## config.mk

```make
export PLATFORM = sky130hd
export DESIGN_NAME = lstm_job_sched
export DESIGN_NICKNAME = d
export VERILOG_FILES = /design/src/rtl/lstm_job_sched.sv
export SDC_FILE = /design/constraint.sdc
export NUM_CORES = 1
export LEC_CHECK = 0
export ABC_AREA = 1
export BUFFER_PORTS_ARGS = -buffer_cell sky130_fd_sc_hd__buf_2
export CORE_MARGIN = 2
export CORE_UTILIZATION = 56
export CTS_CLUSTER_SIZE = 24
export DETAILED_ROUTE_END_ITERATION = 7
export PLACE_DENSITY = 0.8
export RECOVER_POWER = 25
export SLEW_MARGIN = 20
export SYNTH_ARGS = -nofsm -noshare
export SYNTH_HDL_FRONTEND = slang
export SYNTH_SLANG_ARGS = --single-unit
```

## constraint.sdc

```tcl
create_clock -name fpga_clk -period 3.6 [get_ports fpga_clk]
set_input_delay 0.36 -clock fpga_clk [delete_from_list [all_inputs] [get_ports fpga_clk]]
set_output_delay 0.36 -clock fpga_clk [all_outputs]
set_load 0.01 [all_outputs]
```

## src/rtl/lstm_job_sched.sv

```systemverilog
// lstm_job_sched: sequences the DMA controller and the LSTM core through one
// inference job. The weight block is loaded once, then every timestep loads a
// feature vector, runs the LSTM until it reports completion, stores the result
// vector and spends one drain cycle before the next timestep or job completion.
module lstm_job_sched #(
    parameter int MAIN_MEM_ADD_LEN = 11,
    parameter int FEATURES         = 4,
    parameter int WEIGHTS          = 64
) (
    input  logic                        fpga_clk,
    input  logic                        reset,
    input  logic                        go,
    input  logic [7:0]                  steps,
    input  logic [MAIN_MEM_ADD_LEN-1:0] weights_base,
    input  logic [MAIN_MEM_ADD_LEN-1:0] features_base,
    input  logic [MAIN_MEM_ADD_LEN-1:0] results_base,
    input  logic                        lstm_done,
    output logic                        dmac_start,
    output logic                        dmac_direct,
    output logic [MAIN_MEM_ADD_LEN-1:0] dmac_count,
    output logic [MAIN_MEM_ADD_LEN-1:0] dmac_first_address,
    output logic                        lstm_start,
    output logic                        busy,
    output logic                        done,
    output logic [2:0]                  phase,
    output logic [7:0]                  step_idx
);

    localparam int L = MAIN_MEM_ADD_LEN;

    localparam logic [L-1:0] C_WEIGHTS = L'(WEIGHTS);
    localparam logic [L-1:0] C_FEAT    = L'(FEATURES);
    localparam logic [L-1:0] C_WLAST   = L'(WEIGHTS - 1);
    localparam logic [L-1:0] C_FLAST   = L'(FEATURES - 1);

    typedef enum logic [2:0] {
        S_IDLE  = 3'd0,
        S_LD_W  = 3'd1,
        S_LD_F  = 3'd2,
        S_RUN   = 3'd3,
        S_ST    = 3'd4,
        S_DRAIN = 3'd5
    } state_t;

    state_t         r_state;
    logic [L-1:0]   r_beat;
    logic [7:0]     r_steps;
    logic [7:0]     r_stepIdx;
    logic [L-1:0]   r_featBase;
    logic [L-1:0]   r_resBase;
    logic           r_dmacStart;
    logic           r_dmacDirect;
    logic [L-1:0]   r_dmacCount;
    logic [L-1:0]   r_dmacAddr;
    logic           r_lstmStart;
    logic           r_done;

    logic [L-1:0]   w_curOff;
    logic [L-1:0]   w_nxtOff;
    logic           w_lastStep;

    // Vector offsets of the current and the following timestep; both wrap
    // modulo the address space like the rest of the address arithmetic.
    assign w_curOff   = L'(32'(r_stepIdx) * FEATURES);
    assign w_nxtOff   = L'((32'(r_stepIdx) + 32'd1) * FEATURES);
    assign w_lastStep = (r_stepIdx == r_steps - 8'd1);

    // Job sequencer: state, beat counter, latched job parameters and all
    // registered outputs are updated together so every output lines up with
    // the state it belongs to on the same cycle.
    always_ff @(posedge fpga_clk) begin
        if (reset) begin
            r_state      <= S_IDLE;
            r_beat       <= '0;
            r_steps      <= '0;
            r_stepIdx    <= '0;
            r_featBase   <= '0;
            r_resBase    <= '0;
            r_dmacStart  <= 1'b0;
            r_dmacDirect <= 1'b0;
            r_dmacCount  <= '0;
            r_dmacAddr   <= '0;
            r_lstmStart  <= 1'b0;
            r_done       <= 1'b0;
        end else begin
            r_dmacStart <= 1'b0;
            r_lstmStart <= 1'b0;
            r_done      <= 1'b0;
            case (r_state)
                S_IDLE: begin
                    if (go && (steps != 8'd0)) begin
                        r_steps      <= steps;
                        r_featBase   <= features_base;
                        r_resBase    <= results_base;
                        r_stepIdx    <= '0;
                        r_beat       <= '0;
                        r_state      <= S_LD_W;
                        r_dmacStart  <= 1'b1;
                        r_dmacDirect <= 1'b0;
                        r_dmacCount  <= C_WEIGHTS;
                        r_dmacAddr   <= weights_base;
                    end
                end
                S_LD_W: begin
                    if (r_beat == C_WLAST) begin
                        r_beat       <= '0;
                        r_state      <= S_LD_F;
                        r_dmacStart  <= 1'b1;
                        r_dmacDirect <= 1'b0;
                        r_dmacCount  <= C_FEAT;
                        r_dmacAddr   <= r_featBase + w_curOff;
                    end else begin
                        r_beat <= r_beat + L'(1);
                    end
                end
                S_LD_F: begin
                    if (r_beat == C_FLAST) begin
                        r_beat       <= '0;
                        r_state      <= S_RUN;
                        r_lstmStart  <= 1'b1;
                        r_dmacDirect <= 1'b0;
                        r_dmacCount  <= '0;
                        r_dmacAddr   <= '0;
                    end else begin
                        r_beat <= r_beat + L'(1);
                    end
                end
                S_RUN: begin
                    // A done pulse coinciding with the start pulse cannot
                    // belong to this timestep, so the first cycle ignores it.
                    if (r_beat == '0) begin
                        r_beat <= L'(1);
                    end else if (lstm_done) begin
                        r_beat       <= '0;
                        r_state      <= S_ST;
                        r_dmacStart  <= 1'b1;
                        r_dmacDirect <= 1'b1;
                        r_dmacCount  <= C_FEAT;
                        r_dmacAddr   <= r_resBase + w_curOff;
                    end
                end
                S_ST: begin
                    if (r_beat == C_FLAST) begin
                        r_beat       <= '0;
                        r_state      <= S_DRAIN;
                        r_dmacDirect <= 1'b0;
                        r_dmacCount  <= '0;
                        r_dmacAddr   <= '0;
                        r_done       <= w_lastStep;
                    end else begin
                        r_beat <= r_beat + L'(1);
                    end
                end
                S_DRAIN: begin
                    if (w_lastStep) begin
                        r_state <= S_IDLE;
                    end else begin
                        r_stepIdx    <= r_stepIdx + 8'd1;
                        r_state      <= S_LD_F;
                        r_dmacStart  <= 1'b1;
                        r_dmacDirect <= 1'b0;
                        r_dmacCount  <= C_FEAT;
                        r_dmacAddr   <= r_featBase + w_nxtOff;
                    end
                end
                default: begin
                    r_state <= S_IDLE;
                    r_beat  <= '0;
                end
            endcase
        end
    end

    assign dmac_start         = r_dmacStart;
    assign dmac_direct        = r_dmacDirect;
    assign dmac_count         = r_dmacCount;
    assign dmac_first_address = r_dmacAddr;
    assign lstm_start         = r_lstmStart;
    assign done               = r_done;
    assign step_idx           = r_stepIdx;
    assign phase              = r_state;
    assign busy               = (r_state != S_IDLE);

endmodule
```

Word-level counts from Yosys, hierarchy flattened:

Cells that the tools add are included.

* register bits: 78
* input bits: 45
* output and inout bits: 38

* add/subtract/negate cells: 7
* equality and inequality tests: 17
* muxes and demuxes: 44
* bitwise logic cells: 4
* reductions and logical operators: 15

Operators by type and width (number)
* $mux W11: 16
* $pmux W11 S5: 3
* $add A11 B10 Y11: 2
* $mux W3: 6
* $pmux W3 S6: 1
* $mux W8: 2
* $pmux W8 S2: 1
* $ne A2 B2 Y1 const B: 7
* $mux W1: 12
* $add A11 B1 Y11 const B: 1
* $add A11 B11 Y11: 1
* $eq A11 B2 Y1 const B: 1
* $eq A11 B6 Y1 const B: 1
* $logic_not A11 Y1: 1
* $add A8 B1 Y9 const B: 1
* $add A8 B1 Y8 const B: 1
* $eq A8 B8 Y1: 1
* $reduce_bool A8 Y1: 1
* $sub A8 B1 Y8 const B: 1
* $reduce_and A7 Y1: 1
* $eq A3 B2 Y1 const B: 2
* $eq A3 B3 Y1 const B: 2
* $reduce_and A3 Y1: 2
* $reduce_and A6 Y1: 1
* 15 further kinds: 19

Logic depth before layout (Yosys ltp):

* depth in word-level cells: 4
* depth in mapped cells: 20
* depth with buffers taken out: 20

Worst setup path before layout:

No wires, ideal clock.

* path type: register to register
* start point: reg r_state[0], in the netlist phase[0]
* end point: reg r_dmacAddr[8], in the netlist dmac_first_address[8]
* setup time: 0.111 ns
* arrival time: 2.694 ns
* data required time: 3.489 ns
* slack: 0.795 ns
* cell stages (with the launch flop): 20
* buffers on the path: 2
* period minus slack after synthesis: 2.805 ns
* cell sequence: dfxtp_1 -> nand2_2 -> nor2_1 -> buf_4 -> clkbuf_1 -> ha_1 -> inv_1 -> ha_1 -> inv_1 -> fa_1 -> inv_1 -> nand3_1 -> nand2_1 -> nand3_1 -> nand3_1 -> nand2_1 -> nand3_1 -> nand3_1 -> nor2_1 -> nor2_1

* longest elaborated chain between the ends: 4
* elaborated cells between the ends (all ways): 16

RTL lines
* start, declared: line 45 `state_t r_state;`
* start signal, assigned: line 73 `r_state <= S_IDLE;`
* start signal, assigned: line 97 `r_state <= S_LD_W;`
* start signal, assigned: line 107 `r_state <= S_LD_F;`
* $eq A3 B3 Y1 or $eq A3 B2 Y1 (tied branches): line 89 `case (r_state)`
* $reduce_or A2 Y1 (no source line)
* $reduce_bool A5 Y1 (no source line) or $ne A2 B1 Y1 (tied branches)
* $reduce_and A7 Y1 (no source line)
* end signal, assigned: line 101 `r_dmacAddr <= weights_base;`
* end signal, assigned: line 111 `r_dmacAddr <= r_featBase + w_curOff;`
* end signal, assigned: line 139 `r_dmacAddr <= r_resBase + w_curOff;`
* end, declared: line 54 `logic [L-1:0] r_dmacAddr;`

Parallel ways exist; a longest one is shown, timed or not.
A chain may end at the register's enable or synchronous reset.

Worst setup path after layout:

* start point: reg r_state[1], in the netlist phase[1]
* end point: reg r_dmacAddr[8], in the netlist dmac_first_address[8]

Same word-level chain as after synthesis.

==> qor.yml <==
layout:
  insertedDiodeCount: 0
  drive_gt1_share_pct: 12.6
  nNetsFinal: 840
  syn_to_final_growth_pct: 13.4
floorplan:
  io_pins: 83
  die_h_um: 93.5
  die_w_um: 93.5
  die_area_sq_um: 8740
  start_util_pct: 58.0
  coreArea_sq_um: 7730
  num_rows: 32
power_and_ir_drop:
  power.density_nw_per_um2: 666
  clkPwrFrac_pct: 23.2
  internal_power_mw: 1.89
  seq_power_share_pct: 31.8
  swShare_pct: 44.1
  ir_drop_mv: 0.284
  cellLeakagePower_nw: 2.46
  power_frac_comb_pct: 45.1
  power.total_mw: 3.38
  p_switching_mw: 1.49
setup_path:
  cp_max_fo: 15
  cp.arrival_ns: 3.32
  cp.required_ns: 3.85
  reg2reg_slack_ns: 0.53
  crit_path_start_kind: "flop"
  crit_type: "flop to flop"
  cp-end-kind: "flop"
timing:
  relSlewSlack_pct: 38.1
  grt_setup_unrepaired: "false"
  period_needed_ns: 3.07
  fin_tns_setup_ns: 0
  fin_skew_ns: 0.0113
  tightest_slew_ns: 0.928
  finalHoldViolCount: 0
  slew_violations: 0
  setup_viol: 0
  min_period_over_period_pct: 85.2
  fmax_mhz: 326
synthesis:
  synth_top_area_cell: "dfxtp_1"
  syn_area_sq_um: 4480
  yosysUniqueCellTypes: 35
  synth.most_common_cell: "nand2_1"
  synth_edf_count: 0
  synth_area_leaders: "dfxtp_1, nand2_1, nand3_1, inv_1, a21oi_1"
  synthTopCellsByCount: "nand2_1, inv_1, nand3_1"
  yosysSeqAreaShare_pct: 30.8
  postSynth.asyncResetShare_pct: 0
  synth-main-ff-cell: "dfxtp_1"
  synth_area_per_cell_sq_um: 6.39
  yosys.area.top_type_share_pct: 30.8
  postSynthCellCount: 702
  yosys_register_bits: 69
  yosys_warnings: 0
cts:
  worst_skew_pair.late_latency_ns: 0.36
  post-cts-setup-buffers: 0
  cts_sinks: 69
  postCtsHoldBufs: 0
  cts.clk_slew.worst_paths_ns: 0.09
  cts_max_level: 3
  cts_buffer_depth: 2
  cts_tree: "yes"
  cts-buffers-inserted: 9
  cts-resized-gates: 0
  root_buffer: "clkbuf_8"
global_route:
  grt_pass1_vias: 4337
  globalRouteTotalUtil_pct: 28.6
  antenna_found_initial: 0
  grt_max_degree: 32
  overflow: 0
  grt_pass1_wl_um: 19700
placement:
  place.detailed.hpwl_um: 8980
  gp_congestion: 0.915
  portBuffers: 73
status:
  outcome: "complete, no violations"
worst_hold_path:
  hp-class: "input port to flop"
drt:
  ant_nets: 0
  drt_pass1_iterations: 5
  wl_per_cell_um: 13.6
  drt_iter0_drc: 296
  drc: 0
  viasPerCell: 5.35
  wl_um: 11900
  route.vias.total: 4701
flow_run:
  cap_violations: 0
## area by class of cell
| cell class | instances | area, sq um |
|---|---|---|
| Sequential cell | 69 | 1380 |
| Clock buffer | 9 | 124 |
| Multi-Input combinational cell | 525 | 2630 |
| Fill cell | 736 | 2640 |
| Inverter | 88 | 330 |
| Tap cell | 102 | 128 |
| Clock inverter | 7 | 120 |
| Timing Repair Buffer | 78 | 373 |
## worst paths after layout
check / startpoint / end / cells after the start
min: features_base[7] / r_featBase[7]$_SDFFE_PP0P_ / 3
max: phase[1]$_SDFFE_PP0P_ / dmac_first_address[8]$_SDFFE_PP0P_ / 16
max reg2reg: phase[1]$_SDFFE_PP0P_ / dmac_first_address[8]$_SDFFE_PP0P_ / 16
min reg2reg: dmac_first_address[7]$_SDFFE_PP0P_ / dmac_first_address[7]$_SDFFE_PP0P_ / 2
## power by group through the flow
stage / sequential (mW) / clock, mW / combinational [mW]
CTS: 1.07 / 0.799 / 1.53
finish: 1.07 / 0.784 / 1.53
global route: 1.10 / 0.836 / 1.73
floorplan: 1.09 / 0 / 1.14
detailed placement: 1.09 / 0 / 1.52
global placement: 1.08 / 0 / 1.48
## metrics by stage
step	cell area [sq um]	utilization [%]	hold slack, ns	setup WS, ns	cells
2_1_floorplan	4510	-	0.429	0.795	710
3_3_place_gp	4870	63.0	0.440	0.771	862
3_5_place_dp	4870	63.0	0.448	0.649	862
4_1_cts	5110	66.2	0.261	0.608	878
5_1_grt	5080	65.8	0.257	0.293	878
6_report	5080	65.8	0.269	0.535	878
## routing by layer
metal	routed length, um	GRT usage (%)	part of all wire, %
met5	0	0	0
met2	5600	48.3	47
met3	821	5.88	6.9
met4	263	10.7	2.2
met1	5220	35.9	44
## logic make-up (layout without fill, tap and decap cells)
logic type	after synthesis	count (layout)	synth area share, %
AOI/OAI and AO/OA	114	114	13.3
buffers and inverters	116	182	11.3
and+or+nand+nor	376	376	37.1
other	1	9	0.0836
xor gates and xnor gates	2	2	0.391
DFF	69	69	30.8
adders and majority gates	24	24	7.03
## cells in the final DEF, fill, tap and decap left out, drive strengths merged, types with 2 or more instances in the layout
master and count:
ha 22, or2 3, o21ai 45, buf 54, nand4 7, bufinv 3
dfxtp 69, nor2 87, a21oi 62, conb 9, nor3 9, nand2 180
clkbuf 33, fa 2, inv 90, nand3 89, o221ai 3
## registers in the layout (all words and copies together), names as in the netlist, 2 cells and up
signal / cells
r_beat: 11
dmac_first_address: 11
phase: 3
r_steps: 8
r_featBase: 11
r_resBase: 11
step_idx: 8
dmac_count: 2
## worst max-delay path, stage by stage (launching register included)
cell     delay (ns)
dfxtp_1        0.36
inv_1          0.13
nand2_2        0.16
nor2_1         0.41
buf_4          0.28
nand3_1        0.11
o21ai_0        0.14
ha_1           0.34
a21oi_1        0.15
nand2_1        0.13
nand3_1        0.09
nand3_1        0.09
or2_2          0.29
nand3_1        0.07
nand3_1        0.06
nor2_1         0.08
nor2_1         0.05
Note: power is estimated with default switching activity, not from simulation.
